<file path="src/rtl/combo_lock_seq.sv">
// N-step hex combination lock: captures {A,B} pairs on enter edges, shows them on
// active-low 7-segment slots, unlocks on a full match and enforces a timed lockout.
module combo_lock_seq #(
  parameter int                     NUM_STEPS      = 3,
  parameter logic [8*NUM_STEPS-1:0] CODE           = 24'h281996,
  parameter int                     MAX_FAILS      = 3,
  parameter int                     LOCKOUT_CYCLES = 16,
  localparam int                    SW = (NUM_STEPS > 1) ? $clog2(NUM_STEPS) : 1,
  localparam int                    FW = $clog2(MAX_FAILS + 1),
  localparam int                    CW = (LOCKOUT_CYCLES > 1) ? $clog2(LOCKOUT_CYCLES) : 1
) (
  input  logic                     clock,
  input  logic                     reset,
  input  logic [3:0]               A,
  input  logic [3:0]               B,
  input  logic                     enter,
  input  logic                     clear,
  output logic [14*NUM_STEPS-1:0]  seg_n,
  output logic                     unlocked,
  output logic                     locked_out,
  output logic [SW-1:0]            step,
  output logic [FW-1:0]            fail_count
);

  typedef enum logic [1:0] {ST_ENTRY, ST_UNLOCKED, ST_LOCKOUT} state_e;

  localparam logic [SW-1:0] LAST_STEP = SW'(NUM_STEPS - 1);

  state_e                  state_q, state_d;
  logic [SW-1:0]           step_q, step_d;
  logic [FW-1:0]           fail_q, fail_d;
  logic [CW-1:0]           cnt_q, cnt_d;
  logic                    match_q, match_d;
  logic [14*NUM_STEPS-1:0] seg_q, seg_d;
  logic                    enter_q;
  logic                    enter_edge;
  logic                    match_now;

  // Active-high segment pattern (bit6..0 = g..a) for one hex digit.
  function automatic logic [6:0] hex7(input logic [3:0] d);
    case (d)
      4'h0: hex7 = 7'h3F;  4'h1: hex7 = 7'h06;  4'h2: hex7 = 7'h5B;  4'h3: hex7 = 7'h4F;
      4'h4: hex7 = 7'h66;  4'h5: hex7 = 7'h6D;  4'h6: hex7 = 7'h7D;  4'h7: hex7 = 7'h07;
      4'h8: hex7 = 7'h7F;  4'h9: hex7 = 7'h67;  4'hA: hex7 = 7'h77;  4'hB: hex7 = 7'h7C;
      4'hC: hex7 = 7'h39;  4'hD: hex7 = 7'h5E;  4'hE: hex7 = 7'h79;  default: hex7 = 7'h71;
    endcase
  endfunction

  // Step 0 occupies the most significant byte of CODE.
  function automatic logic [7:0] expected_pair(input logic [SW-1:0] k);
    logic [8*NUM_STEPS-1:0] shifted;
    shifted = CODE >> (8 * (NUM_STEPS - 1 - int'(k)));
    return shifted[7:0];
  endfunction

  assign enter_edge = enter & ~enter_q;
  assign match_now  = match_q & ({A, B} == expected_pair(step_q));

  always_comb begin
    // NOTE: every next-state variable gets its hold value first so no path infers a latch.
    state_d = state_q;
    step_d  = step_q;
    fail_d  = fail_q;
    cnt_d   = cnt_q;
    match_d = match_q;
    seg_d   = seg_q;

    case (state_q)
      ST_ENTRY: begin
        if (clear) begin
          step_d  = '0;
          match_d = 1'b1;
          seg_d   = '1;
        end else if (enter_edge) begin
          seg_d[14*int'(step_q) +: 14] = ~{hex7(A), hex7(B)};
          if (step_q != LAST_STEP) begin
            step_d  = step_q + SW'(1);
            match_d = match_now;
          end else if (match_now) begin
            state_d = ST_UNLOCKED;
            fail_d  = '0;
            match_d = 1'b1;
          end else if (fail_q + FW'(1) < FW'(MAX_FAILS)) begin
            fail_d  = fail_q + FW'(1);
            step_d  = '0;
            match_d = 1'b1;
            seg_d   = '1;
          end else begin
            state_d = ST_LOCKOUT;
            fail_d  = FW'(MAX_FAILS);
            cnt_d   = CW'(LOCKOUT_CYCLES - 1);
            step_d  = '0;
            match_d = 1'b1;
            seg_d   = '1;
          end
        end
      end

      ST_UNLOCKED: begin
        if (clear) begin
          state_d = ST_ENTRY;
          step_d  = '0;
          match_d = 1'b1;
          seg_d   = '1;
        end
      end

      ST_LOCKOUT: begin
        if (cnt_q == '0) begin
          state_d = ST_ENTRY;
          fail_d  = '0;
        end else begin
          cnt_d = cnt_q - CW'(1);
        end
      end

      default: state_d = ST_ENTRY;
    endcase
  end

  // NOTE: state registers use non-blocking assignments so every flop samples pre-edge values.
  always_ff @(posedge clock) begin
    if (reset) begin
      state_q <= ST_ENTRY;
      step_q  <= '0;
      fail_q  <= '0;
      cnt_q   <= '0;
      match_q <= 1'b1;
      seg_q   <= '1;
      enter_q <= 1'b1;
    end else begin
      state_q <= state_d;
      step_q  <= step_d;
      fail_q  <= fail_d;
      cnt_q   <= cnt_d;
      match_q <= match_d;
      seg_q   <= seg_d;
      enter_q <= enter;
    end
  end

  assign seg_n      = seg_q;
  assign unlocked   = (state_q == ST_UNLOCKED);
  assign locked_out = (state_q == ST_LOCKOUT);
  assign step       = step_q;
  assign fail_count = fail_q;

endmodule

</file>
<file path="config.mk">
export PLATFORM = sky130hd
export DESIGN_NAME = combo_lock_seq
export DESIGN_NICKNAME = d
export VERILOG_FILES = /design/src/rtl/combo_lock_seq.sv
export SDC_FILE = /design/constraint.sdc
export NUM_CORES = 1
export LEC_CHECK = 0
export BUFFER_PORTS_ARGS = -buffer_cell sky130_fd_sc_hd__buf_2
export CORE_MARGIN = 1
export CORE_UTILIZATION = 44
export CTS_BUF_LIST = sky130_fd_sc_hd__clkbuf_4 sky130_fd_sc_hd__clkbuf_8
export CTS_CLUSTER_DIAMETER = 50
export DETAILED_ROUTE_END_ITERATION = 16
export PLACE_DENSITY_LB_ADDON = 0.1
export SETUP_SLACK_MARGIN = 0.15
export SLEW_MARGIN = 25
export SYNTH_ARGS = -nofsm -noshare
export SYNTH_HDL_FRONTEND = slang
export SYNTH_SLANG_ARGS = --single-unit
</file>
<file path="constraint.sdc">
create_clock -name clock -period 4 [get_ports clock]
set_input_delay 0.4 -clock clock [delete_from_list [all_inputs] [get_ports clock]]
set_output_delay 0.4 -clock clock [all_outputs]
set_load 0.01 [all_outputs]
</file>
==> flow_summary.yaml <==
detailed_routing:
  vias: 3477
  drtIter0Drc: 280
  drtAntennaViolNets: 0
  drc: 0
  avgViaCountPerCell: 5.795
  first_pass_iters: 4
  wirelength_mm: 9.910
  wire_per_inst_um: 16.52
cts:
  cts_buffer_depth: 2
  clock_latency_ns: 0.31
  cts_hold_buffers: 0
  cts_tree: "done"
  clockRootBuffer: "clkbuf_8"
  post_cts_buffers: 0
  clock-sinks: 54
  cts-htree-levels: 2
  clkTransAtPathRegs_ns: 0.11
  numCtsBuffers: 5
  cts_resized: 0
synthesis:
  async_reset_ff_share_pct: 0
  synth_top_flop_cell: "dfxtp_1"
  postSynthCellCount: 453
  synthesis.area_sq_um: 3691
  yosysWarnings: 0
  netlist.top_cell.by_area: "dfxtp_1"
  avgSynthCellArea_sq_um: 8.148
  ys_seq_elements: 54
  synthDistinctLibCells: 68
  yosysTopAreaCellShare_pct: 29.29
  synth_area_leaders: "dfxtp_1 29%, ha_1 7.8%, a21oi_1 5.2%, nand2_1 4.3%, nor2_1 3.8%"
  synth-seq-area-share_pct: 29.29
  synth-edff-count: 0
  synth_nets: 488
setup_path:
  arrival_ns: 3.12
  path_max_fanout: 37
  required_ns: 4.16
  cp-end-kind: "register"
  critPathLaunchType: "register"
  worstSetupPathType: "reg2reg"
  reg2reg_slack_ns: 1.04
finish:
  fillers: 844
  final_common_cell: "buf_2"
  drive_above_1_share_pct: 18.79
  syn_to_final_growth_pct: 11.93
  diodes: 0
  final_cell_mix: "59 x buf_2, 54 x dfxtp_1, 42 x nand2_1"
  finalInstanceArea_sq_um: 4131
  layout.nets: 529
power_and_ir_drop:
  power_leakage_uw: 0.001576
  irDropWorstVdd_uv: 183.6
  power_density_nw_per_um2: 292.4
sta:
  setup_viol: 0
  fmax_mhz: 338.4
  max_slew_margin_pct: 41.06
  fin_crit_ns: 2.955
  rsz0062_at_grt: "false"
  fin_crit_sh_pct: 73.88
  tns_ns: 0
  finalMaxSlewViolations: 0
  hold_viol: 0
  tightest_slew_ns: 0.8841
  clock_skew_ns: 0.01005
run_status:
  outcome: "completed"
global_routing:
  grt_pass1_wl_mm: 16.24
  antenna_found_initial: 0
  grt_usage_pct: 23.51
  grt_pass1_vias: 3168
  grt_max_degree: 50
  grt_overflow: 0
placed_design:
  placed_cell_area_sq_um: 4014
  place.detailed.hpwl_mm: 7.422
  io_buffers: 59
  place_congestion: 0.8731
die:
  dieArea_sq_um: 8759
  num_io_pins: 60
  die_x_um: 93.59
  coreArea_sq_um: 8175
  initial_utilization_pct: 45.15
  rows: 33
  dieHeight_um: 93.59
hold_path:
  hold_class: "in2reg"
run:
  drv_cap: 0
==> where the power goes <==
group | switching (uW) | total [uW] | internal (uW)
Clock | 196 | 387 | 191
Combinational | 176 | 268 | 91.6
Sequential | 5.69 | 553 | 547
Total | 378 | 1210 | 830
==> per-stage QoR <==
step	hold WS, ns	utilization [%]	cells	setup slack [ns]	power (uW)
2_1_floorplan	0.4493	-	453	1.024	756.9
3_3_place_gp	0.4481	49.10	592	1.068	827.4
3_5_place_dp	0.4548	49.10	592	1.056	828.3
4_1_cts	0.2959	50.54	600	1.058	1209
5_1_grt	0.2993	50.54	600	0.7139	1264
6_report	0.3019	50.54	600	1.045	1208
==> per-layer routing <==
| metal | track usage (%) | wire [um] | part of all wire [%] |
|---|---|---|---|
| met5 | 0 | 0 | 0 |
| met4 | 6.026 | 177 | 1.8 |
| met3 | 4.309 | 553 | 5.6 |
| met2 | 36.15 | 4349 | 44 |
| met1 | 33.56 | 4831 | 49 |
==> worst paths after layout <==
check | from | end | cells after the start
worst max-delay path | step[0] | seg_n[22] | 8
worst min register to register | seg_n[16] | seg_n[16] | 2
worst min-delay path | enter | enter_q | 2
worst max register to register | step[0] | seg_n[22] | 8
==> final cells by class <==
| cell class | count | area (sq um) | area share [%] |
|---|---|---|---|
| Clock inverter | 3 | 48.80 | 1.181 |
| Tap cell | 105 | 131.4 | 3.180 |
| Sequential cell | 54 | 1081 | 26.17 |
| Inverter | 19 | 71.32 | 1.726 |
| Multi-Input combinational cell | 350 | 2397 | 58.03 |
| Clock buffer | 5 | 68.82 | 1.666 |
| Timing Repair Buffer | 64 | 332.8 | 8.056 |
==> kinds of logic (layout without fill, tap and decap cells) <==
kind of cell             count (synthesis)  count (layout)  synth area share [%]
adder cells (fa/ha/maj)                 23              23                 7.797
XOR/XNOR                                 6               6                 1.424
flip-flops                              54              54                 29.29
AO/OA/AOI/OAI                          145             145                 29.97
buffers and inverters                   49              91                 5.763
multiplexers                            10              10                 3.152
AND/OR/NAND/NOR                        166             166                 22.61
==> synth_stat cells, types with 3 or more instances <==
cell type  count
clkbuf_1      19
a21oi_1       38
a221o_1        8
o21bai_1       3
nand2b_1      13
a31oi_1        5
a211oi_1       7
nand2_1       42
mux2i_1        6
o32ai_1        4
dfxtp_1       54
a211o_1        4
o32a_1         4
a21o_1         5
buf_2          8
nor3_1        12
nand3_1       23
o31a_1        15
and3b_1        4
o211ai_1      10
inv_1         18
or3_1          4
xor2_1         4
nor2b_1        9
mux2_2         3
o21ai_0       11
ha_1          23
and3_1         4
nor2_1        37
or2_2          6
==> state kept, by name, indices dropped and copies added (netlist names) <==
register    count
fail_count      2
match_q         1
step            2
enter_q         1
state_q         2
seg_n          42
cnt_q           4
==> worst max-delay path, cell delays in order, from the launching register on <==
cell       delay, ns
dfxtp_1         0.37
clkinv_1        0.25
ha_1            0.32
xor2_1          0.19
a2111oi_4       0.40
a41oi_4         0.24
nor2_4          0.62
o221ai_1        0.24
a21boi_0        0.17
Note: power is estimated with default switching activity, not from simulation.
